**src/rtl/mem_arbiter_n.sv**
```systemverilog
// N-port cacheline arbiter in front of a single cacheline adaptor.
// Each grant is latched so the adaptor sees stable signals for the whole transaction.

module mem_arb_port (
    input  logic read,
    input  logic write,
    output logic active,
    output logic is_write
);
    // Write takes precedence when a port raises both strobes.
    assign active   = read | write;
    assign is_write = write;
endmodule

module mem_arbiter_n #(
    parameter int NUM_PORTS  = 2,
    parameter int ADDR_WIDTH = 32,
    parameter int LINE_WIDTH = 256,
    parameter int MODE       = 0,
    localparam int GW        = $clog2(NUM_PORTS)
) (
    input  logic                                   clk,
    input  logic                                   rst,
    input  logic [NUM_PORTS-1:0]                   req_read,
    input  logic [NUM_PORTS-1:0]                   req_write,
    input  logic [NUM_PORTS-1:0][ADDR_WIDTH-1:0]   req_address,
    input  logic [NUM_PORTS-1:0][LINE_WIDTH-1:0]   req_wdata,
    output logic [NUM_PORTS-1:0]                   req_resp,
    output logic [LINE_WIDTH-1:0]                  req_rdata,
    output logic                                   mem_read,
    output logic                                   mem_write,
    output logic [ADDR_WIDTH-1:0]                  mem_address,
    output logic [LINE_WIDTH-1:0]                  mem_wdata,
    input  logic                                   mem_resp,
    input  logic [LINE_WIDTH-1:0]                  mem_rdata,
    output logic [GW-1:0]                          grant,
    output logic                                   busy
);
    typedef enum logic {IDLE, BUSY} state_t;

    state_t               state, state_n;
    logic [GW-1:0]        rr_ptr;
    logic [NUM_PORTS-1:0] active, wr_sel;
    logic [GW-1:0]        pick;
    logic                 take, done;

    for (genvar p = 0; p < NUM_PORTS; p++) begin : g_port
        mem_arb_port u_port (
            .read    (req_read[p]),
            .write   (req_write[p]),
            .active  (active[p]),
            .is_write(wr_sel[p])
        );
    end

    // Scan from rr_ptr (or from 0 in fixed priority), wrapping; first requester wins.
    always_comb begin
        logic [GW:0]   sum;
        logic [GW-1:0] idx;
        logic          found;
        pick  = '0;
        found = 1'b0;
        sum   = '0;
        idx   = '0;
        for (int i = 0; i < NUM_PORTS; i++) begin
            if (MODE == 1) begin
                idx = GW'(i);
            end else begin
                sum = {1'b0, rr_ptr} + (GW+1)'(i);
                if (sum >= (GW+1)'(NUM_PORTS))
                    sum = sum - (GW+1)'(NUM_PORTS);
                idx = sum[GW-1:0];
            end
            if (!found && active[idx]) begin
                found = 1'b1;
                pick  = idx;
            end
        end
    end

    always_ff @(posedge clk) begin
        if (rst) state <= IDLE;
        else     state <= state_n;
    end

    always_comb begin
        state_n = state;
        take    = 1'b0;
        done    = 1'b0;
        case (state)
            IDLE: if (|active) begin
                take    = 1'b1;
                state_n = BUSY;
            end
            BUSY: if (mem_resp) begin
                done    = 1'b1;
                state_n = IDLE;
            end
            default: state_n = IDLE;
        endcase
    end

    always_ff @(posedge clk) begin
        if (rst) begin
            grant       <= '0;
            rr_ptr      <= '0;
            mem_read    <= 1'b0;
            mem_write   <= 1'b0;
            mem_address <= '0;
            mem_wdata   <= '0;
        end else begin
            if (take) begin
                grant       <= pick;
                mem_write   <= wr_sel[pick];
                mem_read    <= ~wr_sel[pick];
                mem_address <= req_address[pick];
                mem_wdata   <= req_wdata[pick];
            end
            if (done) begin
                mem_read  <= 1'b0;
                mem_write <= 1'b0;
                if (MODE == 0)
                    rr_ptr <= (grant == GW'(NUM_PORTS-1)) ? '0 : grant + GW'(1);
            end
        end
    end

    always_comb begin
        req_resp = '0;
        if (done) req_resp[grant] = 1'b1;
    end

    assign req_rdata = mem_rdata;
    assign busy      = (state == BUSY);

endmodule
```
**config.mk**
```make
export PLATFORM = sky130hd
export DESIGN_NAME = mem_arbiter_n
export DESIGN_NICKNAME = d
export VERILOG_FILES = /design/src/rtl/mem_arbiter_n.sv
export SDC_FILE = /design/constraint.sdc
export NUM_CORES = 1
export LEC_CHECK = 0
export CORE_AREA = 10 10 530 532
export CTS_BUF_LIST = sky130_fd_sc_hd__clkbuf_2
export DETAILED_ROUTE_END_ITERATION = 8
export DIE_AREA = 0 0 540 542
export GPL_TIMING_DRIVEN = 0
export PLACE_DENSITY = 0.3
export SETUP_SLACK_MARGIN = 0.15
export SYNTH_ARGS = -nofsm -noshare
export SYNTH_HDL_FRONTEND = slang
export SYNTH_HIERARCHICAL = 1
export SYNTH_SLANG_ARGS = --single-unit
```
**constraint.sdc**
```tcl
create_clock -name clk -period 2.2 [get_ports clk]
set_clock_uncertainty 0.2 [all_clocks]
set_input_delay 0.66 -clock clk [delete_from_list [all_inputs] [get_ports clk]]
set_output_delay 0.66 -clock clk [all_outputs]
set_load 0.01 [all_outputs]
```
* Yosys cells after proc, flatten, opt, wreduce, memory -nomap -nowiden
Cells that the tools add are included.
** Storage, ports and cells
- Bits in registers :: 293
- Input port bits :: 839
- Output and inout port bits :: 550
- Logic and storage cells :: 52
** Operators by class
- Add/sub/neg operators :: 4
- Magnitude comparators :: 7
- Muxes and demuxes :: 25
- Bitwise gates (word level) :: 4
- Reductions and logical operators :: 5
** Operators with widths (count)
- 256-bit 2-to-1 mux :: 2
- 32-bit 2-to-1 mux :: 2
- 1-bit 2-to-1 mux :: 18
- 1-bit by 2-bit < comparator with 1-bit output (second input constant) :: 4
- 2-bit OR reduction :: 2
- 1-bit by 1-bit adder with 2-bit output (second input constant) :: 1
- 1-bit by 2-bit greater-or-equal comparator with 1-bit output (second input constant) :: 1
- 2-bit greater-or-equal comparator (second input constant) :: 1
- 1-bit logical AND :: 2
- 2-bit 2-to-1 mux :: 1
- 1-bit NOT :: 2
- 1-bit bitwise OR :: 2
- 1-bit one-hot mux with 2 select lines :: 1
- 1-bit subtractor (second input constant) :: 2
- 1-bit adder (second input constant) :: 1
- 1-bit demux with 1-bit select :: 1
- 1-bit greater-or-equal comparator (second input constant) :: 1
- 1-bit zero test :: 1

* Logic depth before layout (Yosys ltp)
- Word-level depth :: 11
- Gate-level depth with buffers :: 8
- Depth with buffers taken out :: 5

* Cells and area by module
Netlist, hierarchy kept.
** Modules (own cells, without submodules)
- mem_arbiter_n :: instances 1, cells each 1882, area each 15961.6 um^2, sequential area each 5865.6 um^2
- mem_arb_port :: instances 2, cells each 2, area each 13.8 um^2, sequential area each 0.0 um^2

* Worst setup path before layout
No wires, ideal clock.
- Kind :: input port to flip-flop
- Start :: input req_write[0]
- End :: register mem_wdata[100]
- Library setup time :: 89 ps
- Arrival :: 1828 ps
- Data required time :: 1911 ps
- Setup slack :: 83 ps
- Cell stages on the path :: 8
- Path buffers :: 3
- Cell sequence :: or2_1 > nand2b_2 > and2_1 > buf_6 > buf_12 > buf_6 > nand2_2 > a311oi_2
** On the way
- Word-level cells in the longest chain between the ends :: 9
- Elaborated cells on any way between the ends :: 15
- Those cells by class :: 11 x mux; 1 x bitwise; 3 x reduce/logical
** RTL lines
- from (decl) :: RTL line 25 : input logic [NUM_PORTS-1:0] req_write,
- 1-bit bitwise OR * :: RTL line 11 : assign active = read | write;
- 1-bit 2-to-1 mux (implied by the code) (2 in a row) :: RTL line 74 : if (!found && active[idx]) begin
- 1-bit 2-to-1 mux :: RTL line 74
- 1-bit zero test :: RTL line 74
- 1-bit logical AND :: RTL line 74
- 1-bit 2-to-1 mux :: RTL line 74
- 256-bit 2-to-1 mux (implied by the code) (2 in a row) :: RTL line 117 : mem_wdata <= req_wdata[pick];
- to (signal assigned) :: RTL line 117
- to (decl) :: RTL line 33 : output logic [LINE_WIDTH-1:0] mem_wdata,
Mark *: on every way between the ends. The rest lies on a longest branch, timed or not. The select of a mux whose other input is x is not followed.
A chain may end at the register's enable or synchronous reset.

* Final worst setup path
- Start :: register state, in the netlist busy
- End :: output req_resp[1]
** On the way
- Word-level cells in the longest chain between the ends :: 2
** RTL lines
- from (decl) :: RTL line 41 : state_t state, state_n;
- from (signal assigned) :: RTL line 83 : else state <= state_n;
- 1-bit 2-to-1 mux :: RTL line 90 : case (state)
- 2-bit 2-to-1 mux :: RTL line 130 : if (done) req_resp[grant] = 1'b1;
- to (decl) :: RTL line 28 : output logic [NUM_PORTS-1:0] req_resp,
Every way passes these cells.

==> results.md <==
Finish:
- Once layout is complete, the utilization of the core stands at 16.61%.
- In the layout the commonest cells are sky130_fd_sc_hd__clkdlybuf4s50_1, sky130_fd_sc_hd__dlygate4sd3_1, sky130_fd_sc_hd__nand2_1.
- The count of fill cells added during filler insertion is 30.54k.
- The final instance count without filler cells is 7755.
- The signed area change from the synthesized netlist to the final layout is 180.6%.
- The net total in the final layout is 4896.
- The library cell used most frequently in the layout, excluding fill and tap cells, is sky130_fd_sc_hd__clkdlybuf4s50_1.
- The ratio of cells with drive above 1 in the final layout is 38.95%.

Timing:
- The minimum setup slack in the final design is -0.8254 ns.
- Headroom to the max-slew limit came out at 17.85%.
- The achievable frequency is 330.5 MHz.
- Subtracting the final worst setup slack from the clock period gives 3.025 ns.
- The final max-slew violation count is 0.
- The number of failing hold endpoints at the final stage is 0.
- The final clock period utilization by the worst path is 137.5%.
- The measured slew at the worst slew-check pin is 1.232 ns.
- Setup repair after global routing could not meet its margin everywhere.
- The number of setup violations in the final report is 586.
- In the final timing run, aggregate negative setup slack is -174.52 ns.

Outcome:
- The run finished, with violations left.
- The checks that failed: negative setup slack.

Global route:
- The global-route usage over all layers is 13.49%.
- Entering global routing, the biggest net connects 16 pins.
- The first global-routing pass estimated 263600 um of wire.
- The initial antenna violation count is 138.
- The overall overflow remaining after global route is 0.
- The via count of the first global-routing pass is 25.12k.

Floorplan:
- The starting utilization of the core area is 5.921%.
- From bottom edge to top edge, the die measures 542 um.
- The number of primary I/O pins is 1389.
- The number of cell rows is 191.
- The core area is 270000 sq um.
- The x dimension of the die is 540 um.
- The die covers 292700 sq um.

CTS:
- CTS saw 293 sinks.
- The clock tree from TritonCTS is done.
- For the worst-skew pair, the clock arrives at the later sink with an insertion delay of 1.43 ns.
- TritonCTS created 99 clock buffers.
- The clock root buffer is sky130_fd_sc_hd__clkbuf_2.
- The clock tree buffer depth is 3.
- In this run the number of H-tree levels came out at 3.
- After clock tree synthesis, the clock-pin slew on the worst setup and hold paths is 0.09 ns.

Synthesis:
- The count of unique library cells instantiated by Yosys is 27.
- The number of instances in the synthesized netlist is 1886.
- Sorting the synthesized cells by area gives the leading types as sky130_fd_sc_hd__dfxtp_1, sky130_fd_sc_hd__a311oi_2, sky130_fd_sc_hd__nand2_1.
- Each instance of the synthesized netlist takes up on average 8.478 sq um.
- The total of warnings raised by yosys is 6.
- The synthesized design spends more area on one cell type than any other, namely sky130_fd_sc_hd__dfxtp_1.
- Sequential cells were found to cover 36.69% of the synthesized design area.
- The post-synth net total is 2725.
- The most used flip-flop cell after synthesis is sky130_fd_sc_hd__dfxtp_1.
- The share of flip-flops with an asynchronous set or reset after synthesis is 0%.
- The netlist area before placement is 15990 sq um.
- The top-area cell type share of the netlist area is 36.69%.
- The number of enable flip-flop cells after synthesis is 0.
- Counting flops and latches in the post-synthesis netlist gives 293.

Detailed routing:
- The number of vias per cell is 3.056.
- The wire length per cell after detailed routing is 27.22 um.
- The final layout contains routed wiring with a total length of 211100 um.
- The detailed router used layers up to and including met5.
- Summed over all nets, wire length on met2 after detailed routing comes to 99260 um.
- The met3 routed wirelength is 18330 um.
- The count of TritonRoute iterations in the first routing pass is 5.
- The detailed-route DRC error count is 0.
- In this run the remaining antenna-violating nets after routing total 0.
- The routed via count is 23.70k.
- The DRC violation total after the first TritonRoute iteration is 1106.
- After detailed routing, the wire length on met1 is 86710 um.

Job:
- The number of violations of the max-capacitance limit is 0.

Power and ir drop:
- Power spread over the standard cell area amounts to 474.6 nW/um^2.
- The design draws 21290 uW.
- The leakage power total is 0.01786 uW.
- The maximum resistive drop on vdd is 0.4804 mV.

Placed design:
- Once detailed placement completed, the half-perimeter wirelength came to 182000 um.
- The setup slack at placement is -1.723 ns.
- The port buffer count is 1131.
- The routability congestion estimate from global placement is 0.8457.
- The total placed cells including tap cells is 6588.

Hold path:
- The class of the tightest hold or removal check is reg2reg.

Worst setup path:
- STA classifies the critical path endpoint as an output pin.
- In this run the worst path has a maximum fanout of 3.
- The required time at the endpoint of the critical path is 1.34 ns.
- The kind of start point of the critical path is a flop.
- Data on the critical path arrives at its endpoint at 2.17 ns.
- The worst setup path is of the reg2out kind.
metrics by stage:
stage	instance area [sq um]	hold WS, ns
final	44860	0.2590
after global routing	44770	0.06651
after CTS	42450	0.000002665
after detailed placement	31820	0.2540
after global placement	31790	0.2551
after floorplan	16010	0.2259
area by class of cell:
type                       count  area [sq um]  share of cell area (%)
clock buffer                 141         705.7                   1.573
antenna                       69         172.7                  0.3849
timing repair buffer        2070         21490                   47.91
sequential                   293          6375                   14.21
buffer                       418          3796                   8.462
multi-input combinational   1175          7757                   17.29
clock inverter                19         95.09                  0.2120
tap                         3570          4467                   9.956
sequential cells by signal (all words and copies together) (netlist names):
register,cells
mem_write,1
grant,1
busy,1
mem_address,32
mem_read,1
mem_wdata,256
rr_ptr,1
synth_stat cells, drive strengths merged (3+ instances only):
master / n
nor2: 293
buf: 379
a311oi: 288
nand2: 579
clkbuf: 39
and2: 3
or2: 3
dfxtp: 293
cells by family after synthesis:
family          share of synthesized area, %
compound gates                         23.96
buf+inv                                18.12
flops                                  36.69
simple gates                           21.23
what timing repair did:
item                                     CTS  global route
gates resized for setup                 2294           314
hold buffers                             777             0
cloned                                     1            15
endpoints found under the hold margin    293             0
buffers inserted                          46            99
endpoints found under the setup margin   839           827
pin swaps                                  5            96
metal layers:
metal  vias to the layer above  track usage [%]
li1                      10690                -
met1                     11450            16.17
met2                      1216            22.91
met3                       282            4.864
met4                        68            3.259
met5                         -                0
power by group:
group	switching, uW	internal [uW]
Sequential	559	5950
Clock	3250	1730
Combinational	4530	5270
final timing paths:
| path | from | endpoint | slack, ns | cells after the start |
|---|---|---|---|---|
| worst max-delay path | busy | req_resp[1] | -0.83 | 3 |
| worst min register to register | rr_ptr | rr_ptr | 0.26 | 2 |
| worst max register to register | busy | mem_wdata[87] | -0.04 | 12 |
| worst min-delay path | rr_ptr | rr_ptr | 0.26 | 2 |
worst max-delay path, stage by stage, from the launching register on:
cell and delay (ns):
sky130_fd_sc_hd__dfxtp_2 0.35, sky130_fd_sc_hd__buf_6 0.11, sky130_fd_sc_hd__and3_4 0.17, sky130_fd_sc_hd__buf_6 0.10
No activity file was read; power rests on OpenSTA's default activity.
==> patch 1: new RTL, config.mk and constraints unchanged <==
Change the parameter `LINE_WIDTH` from 256 to 264.
--- a/src/rtl/mem_arbiter_n.sv
+++ b/src/rtl/mem_arbiter_n.sv
@@ -16,5 +16,5 @@
     parameter int NUM_PORTS  = 2,
     parameter int ADDR_WIDTH = 32,
-    parameter int LINE_WIDTH = 256,
+    parameter int LINE_WIDTH = 264,
     parameter int MODE       = 0,
     localparam int GW        = $clog2(NUM_PORTS)
Ports: changed (resized mem_rdata, mem_wdata, req_rdata and req_wdata); port bits go from 1389 to 1429. No check against the original RTL was run, so the function may have changed too.
==> patch 1 against the original RTL <==
  * The flow still finishes with violations (negative setup slack)
  * Worst setup slack improved by 0.059 ns
  * Non-clock buffer count is 113 higher
  * Sequential power is 4.6% higher
  * Wire length shrank 4.7%
  * Cell count rose by 1.7%
  * Synthesized cell count increased by 2.7%
  * Clock power up 9.0%
  * Synthesized area grew 0.22%
  * Sequential cell count up 8
  * Total power shrank 0.43%
  * Cell area shrank 0.32%
  * Count of clock-buffer cells in the layout rose by 10
  * Critical path type unchanged
  * Critical endpoint unchanged
  * Largest cell class unchanged
==> patch 1: results (changes against the original RTL) <==
Placed design
  • Pre-CTS setup slack: -2.47 ns (-0.744 ns)
  • Global placer's final weighted congestion: 0.848 (+0.30%)
  • Post-DP HPWL: 172,000 microns (-5.6%)
  • Buffers on Ports: 1,163 (+2.8%)

Timing
  • Setup Viol. Count Final: 302 (-48%)
  • Final WS setup: -0.766 ns (+0.0590 ns)
  • Slew @ Worst Pin: 1.20 ns (-0.0296 ns)

Status
  • Status: complete, but fails checks
  • Failing checks: negative setup slack

GRT
  • Largest net degree at the start of global routing: 19 (+3)
  • Antenna violations before repair: 73 (-47%)
  • First-pass GRT wire length: 261,000 microns (-1.1%)
  • GRT Total Usage: 0.131 (-0.00441)
  • Vias in the first global route: 26,600 (+5.7%)

CTS
  • Clock-pin slew on the worst setup and hold paths: 0.11 ns (+0.02 ns)
  • Maximum root-to-sink buffer count: 3 (unchanged)
  • # resized after CTS: 2,498 (+8.9%)
  • CTS buffer count: 107 (+8.1%)
  • CTS Hold Bufs: 933 (+20%)
  • Root buf cell: clkbuf_2
  • Post-CTS Setup Bufs: 44 (-4.3%)
  • Skew-Pair Late Insertion Delay: 1.45 ns (+0.02 ns)

Synthesis
  • Post-synthesis net count: 2,800 (+2.8%)
  • Async SR Flop Fraction: 0 (unchanged)
  • Most used DFF post-synth: dfxtp_1
  • Top cells by count, synth: 594 x nand2_1, 301 x dfxtp_1, 300 x nor2_1
  • Post-synthesis mux area share: 0 (unchanged)
  • Yosys Warn Count: 6 (unchanged)
  • Synth top area cells: dfxtp_1 38%, a311oi_2 15%, nand2_1 14%, buf_4 13%, a311oi_1 7.2%
  • Post-synthesis sequential area ratio: 0.376 (+0.00919)
  • Xor/xnor cell area share of the yosys netlist: 0 (unchanged)
  • Synth unique cells: 25 (-7.4%)
  • Synth Area in Compound Gates: 0.229 (-0.0102)
  • Adder-cell share of the synthesized area: 0 (unchanged)

Worst setup path
  • CP max stage cell: dfxtp_4
  • R2R depth: 9 (-3)
  • WP data arrival: 2.11 ns (-0.06 ns)
  • CP delay by family, top: flip-flops
  • Worst-path fanout max: 4 (+1)
  • Max incr delay on CP: 0.38 ns (+0.03 ns)

Final layout
  • Nets: 5,081 (+3.8%)
  • Top flop regs: mem_wdata (264), mem_address (32)
  • Layout cells sized above 1: 0.339 (-0.0508)
  • Layout fillers: 30,700 (+0.61%)

Drt
  • Total wire length: 201,000 microns (-4.7%)
  • Drt first-iter violations: 1,142 (+3.3%)
  • Vias per cell: 3.07 (+0.46%)

Power
  • IR drop worst, VDD: 0.214 mV (-55%)
  • Clock power share: 0.256 (+0.022)
  • Net Sw Power: 8.45 mW (+1.2%)
  • Logic power comb: 8.96 mW (-8.6%)
  • Comb pwr share: 0.423 (-0.037)
  • Leak Pwr: 18.6 nW (+4.0%)

Worst hold path
  • Hold path cells: 2 (unchanged)
[patch 1: changes by cell type in the layout (fill, tap and decap cells not counted), sizes merged, moves of 16 or more]
cell / delta
dlygate4sd3: +156
clkdlybuf4s50: -209
dlymetal6s2s: +74
diode: -37
clkdlybuf4s15: +30
buf: -57
dlygate4sd2: +131
nand2: +16
[patch 1: final timing paths]
path	start	to	slack [ns]
hold / removal	rr_ptr$_SDFFE_PP0P_	rr_ptr$_SDFFE_PP0P_	0.26
setup / recovery	grant$_SDFFE_PP0P_	req_resp[1]	-0.77
setup reg to reg	rr_ptr$_SDFFE_PP0P_	mem_wdata[133]$_SDFFE_PP0P_	0.19
hold reg to reg	rr_ptr$_SDFFE_PP0P_	rr_ptr$_SDFFE_PP0P_	0.26
[patch 1: worst register-to-register path, cell delays in order, from the launching register on]
cell      delay, ns
dfxtp_2        0.34
nand2b_4       0.15
and2_4         0.16
buf_12         0.13
buf_8          0.13
buf_16         0.15
buf_6          0.18
buf_8          0.18
nand2_1        0.20
a311oi_2       0.28
[patch 1: cell type report]
type	instances	share of cell area
diodes	32	0.00179
plain buffers	429	0.0716
clock buffers	151	0.0169
clock inverters	25	0.00311
multi-input cells	1207	0.162
flip-flops and latches	301	0.149
well taps	3570	0.0999
repair buffers	2172	0.497
[patch 1: stage by stage]
stage | cell area [sq um] | instances | TNS [ns] | hold slack, ns
after floorplan | 16100 | 1937 | 0 | 0.216
after global placement | 32200 | 6670 | -589.03 | 0.245
after detailed placement | 32200 | 6673 | -574.56 | 0.248
after CTS | 43900 | 7826 | -275.34 | 0.000153
after global routing | 44700 | 7873 | -250.01 | 0.0383
final | 44700 | 7887 | -151.65 | 0.263
[patch 1: layer usage]
metal,wire length (microns),global-route usage
met1,87000,0.164
met2,94300,0.221
met3,15700,0.0400
met4,3870,0.0256
met5,277,0
==> patch 2: new RTL, same flow settings <==
Made on the original files. Make the reset (`rst`) asynchronous in 2 clocked blocks.
--- a/src/rtl/mem_arbiter_n.sv
+++ b/src/rtl/mem_arbiter_n.sv
@@ -79,5 +79,5 @@
     end
 
-    always_ff @(posedge clk) begin
+    always_ff @(posedge clk or posedge rst) begin
         if (rst) state <= IDLE;
         else     state <= state_n;
@@ -101,5 +101,5 @@
     end
 
-    always_ff @(posedge clk) begin
+    always_ff @(posedge clk or posedge rst) begin
         if (rst) begin
             grant       <= '0;
Behaviour: not the same (a bounded check fails within 4 cycles, from zero or initial values and one cycle with rst high; the reset may be asserted at any time).
==> patch 2 against the original RTL <==
  * The flow still finishes with violations (negative setup slack)
  * Synthesized area increased by 0.49%
  * Wire length decreased by 5.1%
  * Worst setup slack got worse by 0.12 ns
  * Sequential cell count unchanged
  * Sequential power increased by 21%
  * Global-route usage decreased by 0.74 points
  * Cell area increased by 15%
  * Total power increased by 41%
  * Critical endpoint unchanged
==> patch 2: results (changes against the original RTL) <==
Placed design
  • Placed Cells: 6,629 (+0.62%)
  • Post-DP Area: 0.0321 sq mm (+0.87%)

Worst hold path
  • Hold WC Path Type: in2reg
  • WHS Endpoint: mem_wdata[207]$_DFFE_PP0P_
  • Startpoint of the worst hold path: req_wdata[207]

GRT
  • GRT Total Usage: 0.128 (-0.00740)
  • Antenna violations before repair: 102 (-26%)
  • GR Util met3: 0.0388 (-0.00981)
  • Vias in the first global route: 27,500 (+9.4%)

Final layout
  • Layout cells sized above 1: 0.335 (-0.0546)
  • Seq_cells: 293 (unchanged)
  • Multi-input gates: 1,171 (-0.34%)
  • Multi-input combinational area share: 0.187 (+0.0139)
  • Seq/total area: 0.143 (+0.00101)
  • Non-Filler Instances: 8,160 (+5.2%)
  • Clk_buf instances: 153 (+8.5%)
  • Final core occ: 0.191 (+0.0248)
  • Nets: 5,308 (+8.4%)
  • Non-CTS buffers: 2,898 (+16%)

CTS
  • Skew-Pair Late Insertion Delay: 1.46 ns (+0.03 ns)

Timing
  • Setup Viol. Count Final: 444 (-24%)
  • Final WS setup: -0.942 ns (-0.117 ns)
  • Final hold slack: 0.281 ns (+0.0224 ns)
  • Fin Setup TNS: -210.18 ns (-35.66 ns)

Power
  • Seq pwr: 7.85 mW (+21%)
  • Leak Pwr: 19.5 nW (+9.4%)

Status
  • Failing checks: negative setup slack
  • Status: complete, but fails checks

Worst setup path
  • CP max stage cell: dfrtp_2
  • Crit Reg-Reg Startpoint: rr_ptr$_DFFE_PP0P_
  • Worst-path fanout max: 4 (+1)

Drt
  • Drt first-iter violations: 1,064 (-3.8%)
  • Vias per cell: 3.16 (+3.4%)
  • WL met1: 85,100 microns (-1.9%)
  • WL/cell: 24.5 microns (-9.8%)

Synthesis
  • Synth unique cells: 23 (-15%)
  • Post-synthesis net count: 2,755 (+1.1%)
  • Post-synthesis sequential area ratio: 0.456 (+0.0895)
  • Gate count after technology mapping: 1,916 (+1.6%)
  • Most used DFF post-synth: dfrtp_1
[patch 2: kinds of logic (layout without fill, tap and decap cells)]
family / Yosys count / in the layout / share of synthesized area
other: 0 / 54 / 0
and+or+nand+nor: 297 / 297 / 0.0702
AOI/OAI and AO/OA: 874 / 874 / 0.296
buffers and inverters: 452 / 3072 / 0.177
DFF: 293 / 293 / 0.456
[patch 2: how the worst max path moves through the flow]
stage	startpoint	to	slack [ns]
after floorplan	rst	busy$_DFF_PP0_	-2.55
after CTS	busy$_DFF_PP0_	req_resp[1]	-1.43
after global placement	rst	mem_wdata[76]$_DFFE_PP0P_	-6.77
final	busy$_DFF_PP0_	req_resp[1]	-0.94
after global routing	grant$_DFFE_PP0P_	req_resp[1]	-1.26
after detailed placement	req_write[0]	mem_wdata[198]$_DFFE_PP0P_	-2.12
[patch 2: repair_timing]
item,CTS,global route
cloned,8,14
endpoints found under the setup margin,841,973
hold buffers,1089,1
buffers inserted,127,68
pin swaps,97,249
hold endpoints to repair,502,1
resized for setup,2107,643
